===== config.mk =====
export PLATFORM = sky130hd
export DESIGN_NAME = button_event
export DESIGN_NICKNAME = d
export VERILOG_FILES = /design/src/rtl/button_event.sv
export SDC_FILE = /design/constraint.sdc
export NUM_CORES = 1
export LEC_CHECK = 0
export ABC_AREA = 1
export BUFFER_PORTS_ARGS = -buffer_cell sky130_fd_sc_hd__buf_2
export CAP_MARGIN = 20
export CELL_PAD_IN_SITES_DETAIL_PLACEMENT = 1
export CELL_PAD_IN_SITES_GLOBAL_PLACEMENT = 1
export CORE_MARGIN = 3
export CORE_UTILIZATION = 43
export CTS_BUF_LIST = sky130_fd_sc_hd__clkbuf_16
export CTS_CLUSTER_DIAMETER = 150
export DETAILED_ROUTE_END_ITERATION = 8
export GPL_TIMING_DRIVEN = 0
export PLACE_DENSITY_LB_ADDON = 0.3
export SLEW_MARGIN = 20
export SYNTH_ARGS = -nofsm -noshare
export SYNTH_HDL_FRONTEND = slang
export SYNTH_SLANG_ARGS = --single-unit

===== constraint.sdc =====
create_clock -name clk -period 1.96 [get_ports clk]
set_input_delay 0.196 -clock clk [delete_from_list [all_inputs] [get_ports clk]]
set_output_delay 0.196 -clock clk [all_outputs]
set_load 0.01 [all_outputs]

===== src/rtl/button_event.sv =====
// Turns one debounced button level into press/release/short/long/repeat event pulses.
// Optional auto-repeat in the long-press state is built only when BUTTON_EVENT_REPEAT_EN is defined.
// The release event appears on release_pulse because "release" is a reserved word in SystemVerilog.
module button_event #(
  parameter bit          ACTIVE_LOW    = 1'b1,
  parameter int unsigned LONG_CYCLES   = 25000000,
  parameter int unsigned REPEAT_CYCLES = 5000000,
  parameter int unsigned CNT_BITS      = 25
) (
  input  logic clk,
  input  logic reset,
  input  logic btn_in,
  output logic pressed,
  output logic press,
  output logic release_pulse,
  output logic short_press,
  output logic long_press,
  output logic repeat_pulse
);

  localparam longint unsigned CNT_RANGE = 64'd1 << CNT_BITS;
  localparam logic [CNT_BITS-1:0] LONG_LAST = CNT_BITS'(LONG_CYCLES - 1);

  if (LONG_CYCLES < 2) begin : g_chk_long
    $error("button_event: LONG_CYCLES must be at least 2");
  end
  if (REPEAT_CYCLES < 1) begin : g_chk_repeat
    $error("button_event: REPEAT_CYCLES must be at least 1");
  end
  if (64'(LONG_CYCLES) > CNT_RANGE || 64'(REPEAT_CYCLES) > CNT_RANGE) begin : g_chk_width
    $error("button_event: CNT_BITS too narrow for the configured thresholds");
  end

`ifdef BUTTON_EVENT_REPEAT_EN
  localparam logic [CNT_BITS-1:0] REPEAT_LAST = CNT_BITS'(REPEAT_CYCLES - 1);
`endif

  typedef enum logic [1:0] {
    ST_IDLE,
    ST_PRESSED,
    ST_LONG
  } state_t;

  state_t              state;
  logic [CNT_BITS-1:0] cnt;
  logic                prev;
  logic                act;

  assign act = btn_in ^ ACTIVE_LOW;

  // prev resets to 1 so a button held through reset must be released before it can press.
  always_ff @(posedge clk) begin
    if (reset) begin
      state         <= ST_IDLE;
      cnt           <= '0;
      prev          <= 1'b1;
      pressed       <= 1'b0;
      press         <= 1'b0;
      release_pulse <= 1'b0;
      short_press   <= 1'b0;
      long_press    <= 1'b0;
      repeat_pulse  <= 1'b0;
    end else begin
      prev          <= act;
      press         <= 1'b0;
      release_pulse <= 1'b0;
      short_press   <= 1'b0;
      long_press    <= 1'b0;
      repeat_pulse  <= 1'b0;

      case (state)
        ST_IDLE: begin
          cnt <= '0;
          if (act && !prev) begin
            state   <= ST_PRESSED;
            pressed <= 1'b1;
            press   <= 1'b1;
          end
        end

        ST_PRESSED: begin
          if (!act) begin
            state         <= ST_IDLE;
            cnt           <= '0;
            pressed       <= 1'b0;
            release_pulse <= 1'b1;
            short_press   <= 1'b1;
          end else if (cnt == LONG_LAST) begin
            state      <= ST_LONG;
            cnt        <= '0;
            long_press <= 1'b1;
          end else begin
            cnt <= cnt + CNT_BITS'(1);
          end
        end

        ST_LONG: begin
          if (!act) begin
            state         <= ST_IDLE;
            cnt           <= '0;
            pressed       <= 1'b0;
            release_pulse <= 1'b1;
          end else begin
`ifdef BUTTON_EVENT_REPEAT_EN
            if (cnt == REPEAT_LAST) begin
              cnt          <= '0;
              repeat_pulse <= 1'b1;
            end else begin
              cnt <= cnt + CNT_BITS'(1);
            end
`else
            cnt <= '0;
`endif
          end
        end

        default: begin
          state   <= ST_IDLE;
          cnt     <= '0;
          pressed <= 1'b0;
        end
      endcase
    end
  end

endmodule


==> results.sh <==
export IMPL_die_area_um2=4700
export IMPL_async_reset_ff_share_pct=0
export IMPL_synth_edf_count=0
export IMPL_area_growth_pct=14.9
export IMPL_drt_vias_per_instance=5.16
export IMPL_slew_viol_final=0
export IMPL_dpl_worst_slack_ns=0.113
export IMPL_hp_class="in2reg"
export IMPL_syn_area_um2=1680
export IMPL_cp_end_kind="flop"
export IMPL_clock_fmax_ghz=0.537
export IMPL_worst_slack_ns=0.0964
export IMPL_p_comb_share_pct=16.9
export IMPL_mostFrequentLayoutCells="nand2_1 (58), nor2_1 (39), inv_1 (34)"
export IMPL_drc=0
export IMPL_fin_nets=266
export IMPL_cap_violations=0
export IMPL_clock_latency_ns=0.27
export IMPL_grt_first_pass_wirelength_mm=7.42
export IMPL_start_util_pct=45.3
export IMPL_grt_start_max_net_pins=11
export IMPL_worstPathArrival_ns=2.07
export IMPL_cts_hold_buf=0
export IMPL_setup_viol=0
export IMPL_crit_chain="ha_2, nand2_1, nor2_4, buf_4, inv_2, nor2_2, nand3_1, or2_0, a21oi_1"
export IMPL_cts_buffers=5
export IMPL_crit_family="simple AND/OR/NAND/NOR gates"
export IMPL_hpwl_mm=3.23
export IMPL_internal_power_mw=1.27
export IMPL_layout_commonest_cell="nand2_1"
export IMPL_antenna_cells=0
export IMPL_power_switching_mw=0.471
export IMPL_ant_nets=0
export IMPL_cts_htree_levels=2
export IMPL_syn_inst=243
export IMPL_wl_mm=4.48
export IMPL_finalCritPeriodShare_pct=95.1
export IMPL_std_cell_rows=22
export IMPL_start_kind="flop"
export IMPL_hold_end="pressed"
export IMPL_hold_path_cell_count=2
export IMPL_pwr_share_seq_pct=41.8
export IMPL_cp_max_fo=5
export IMPL_p_leak_nw=0.705
export IMPL_routed_via_count=1585
export IMPL_portBuffers=7
export IMPL_core_area_um2=3720
export IMPL_yosys_warnings=0
export IMPL_swShare_pct=27.1
export IMPL_gp_congestion=0.826
export IMPL_grt_antenna_before_repair=0
export IMPL_outcome="finished clean"
export IMPL_tritoncts="built"
export IMPL_min_from="reset"
export IMPL_die_x_um=68.6
export IMPL_worstReg2RegStart="cnt[0]"
export IMPL_synth_seq_cells=33
export IMPL_crit_path_top_delay_cell="dfxtp_1"
export IMPL_grt_overflow=0
export IMPL_min_period_ns=1.86
export IMPL_worstSetupPathType="reg2reg"
export IMPL_drt_iter0_drc=94
export IMPL_first_global_vias=1591
export IMPL_powerDensity_nw_per_um2=898
export IMPL_r2r_end="cnt[14]"
export IMPL_fill_cells=509
export IMPL_ctsLongestPathBuffers=2
export IMPL_r2r_slack_ns=0.1
export IMPL_critical_path_buf_inv_count=2
export IMPL_cpPeakStageDelay_ns=0.38
export IMPL_cts_sinks=33
export IMPL_reg2regPathDepth=9
export IMPL_stdcell_count=307
export IMPL_syn_avg_cell_area_um2=6.93
export IMPL_root_buffer="clkbuf_16"
export IMPL_ys_types=28
export IMPL_required_ns=2.16
export IMPL_placed_cells=298
export IMPL_synth_flop_cell="dfxtp_1"
export IMPL_finalHoldViolCount=0
export IMPL_ys_seq_area_share_pct=39.2
export IMPL_ios=9
export IMPL_die_y_um=68.6
export IMPL_ir_drop_mv=0.635
export IMPL_clk_pin_slew_ns=0.05
export IMPL_finClkSkew_ns=0.00574
export IMPL_first_pass_iters=4
export IMPL_wire_per_inst_um=14.6
export IMPL_syn_nets=250
export IMPL_pwr_share_clk_pct=41.3
export IMPL_track_usage_pct=21.7
export IMPL_drive_above_1_share_pct=12.4
-- repair_timing --
| action | 4_1_cts | 5_1_grt |
|---|---|---|
| buffers inserted | 0 | 2 |
| resized for setup | 0 | 2 |
| endpoints found under the setup margin | 0 | 25 |
-- layer usage --
metal  track usage [%]  wire length, um
met5                 0                0
met4              6.95               55
met3              6.32              183
met2              34.2             2090
met1              28.3             2160
-- worst max path at each step --
stage | slack [ns] | to | cells after the start | from
CTS | 0.07 | cnt[4] | 9 | cnt[0]
floorplan | 0.49 | cnt[4] | 9 | cnt[0]
global route | -0.02 | cnt[14] | 9 | cnt[0]
global placement | 0.16 | cnt[2] | 9 | cnt[0]
finish | 0.1 | cnt[14] | 9 | cnt[0]
detailed placement | 0.11 | cnt[4] | 9 | cnt[0]
-- power by group through the flow --
stage | sequential, mW | clock, mW | combinational [mW]
after floorplan | 0.741 | 0 | 0.211
after global placement | 0.736 | 0 | 0.277
after detailed placement | 0.739 | 0 | 0.290
after CTS | 0.725 | 0.728 | 0.297
after global routing | 0.729 | 0.761 | 0.337
final | 0.725 | 0.718 | 0.294
-- cells in the mapped netlist (2+ instances only) --
cell	number	share of area (%)
ha_1	4	3.0
dfxtp_1	33	39
nand2_4	2	1.3
nand2_1	58	13
nor3_1	14	4.2
o21ai_0	2	0.59
nand4_1	3	1.1
or2_2	2	0.74
nor2_1	39	8.7
a21oi_1	12	3.6
xor2_1	3	1.6
nand3b_1	4	1.8
xnor2_1	3	1.6
inv_1	33	7.4
nor2_4	4	2.7
nor3b_1	2	0.89
nand3_1	12	3.6
buf_4	3	1.3
-- logic make-up (layout without fill, tap and decap cells) --
kind of cell             count (synthesis)  after routing  share of synthesized area (%)
AND/OR/NAND/NOR                        146            146                           40.6
buffers and inverters                   37             53                           8.92
flip-flops                              33             33                           39.2
AO/OA/AOI/OAI                           16             16                           4.98
XOR/XNOR                                 6              6                           3.12
adder cells (fa/ha/maj)                  4              4                           2.97
other                                    1              1                          0.223
-- area by class of cell --
class	count	area, um2	share of cell area (%)
Multi-Input combinational cell	173	881	45.5
Clock buffer	5	125	6.47
Sequential cell	33	661	34.2
Buffer	3	22.5	1.16
Inverter	34	128	6.60
Clock inverter	2	7.51	0.388
Timing Repair Buffer	9	50.0	2.59
Tap cell	48	60.1	3.10
-- stage by stage --
| step | cell area (um2) | hold WS (ns) | TNS [ns] | util (%) | total power [mW] |
|---|---|---|---|---|---|
| finish | 1930 | 0.122 | 0 | 52.1 | 1.74 |
| global route | 1930 | 0.139 | -0.0269 | 52.1 | 1.83 |
| CTS | 1910 | 0.116 | 0 | 51.4 | 1.75 |
| detailed placement | 1780 | 0.401 | 0 | 47.9 | 1.03 |
| global placement | 1780 | 0.399 | 0 | 47.9 | 1.01 |
| floorplan | 1680 | 0.273 | 0 | - | 0.952 |
-- state kept, by name, indices dropped and copies added, names as in the netlist --
name           flops
release_pulse      1
cnt               25
short_press        1
press              1
state              2
pressed            1
prev               1
long_press         1
Power figures use the tool's default switching activity.
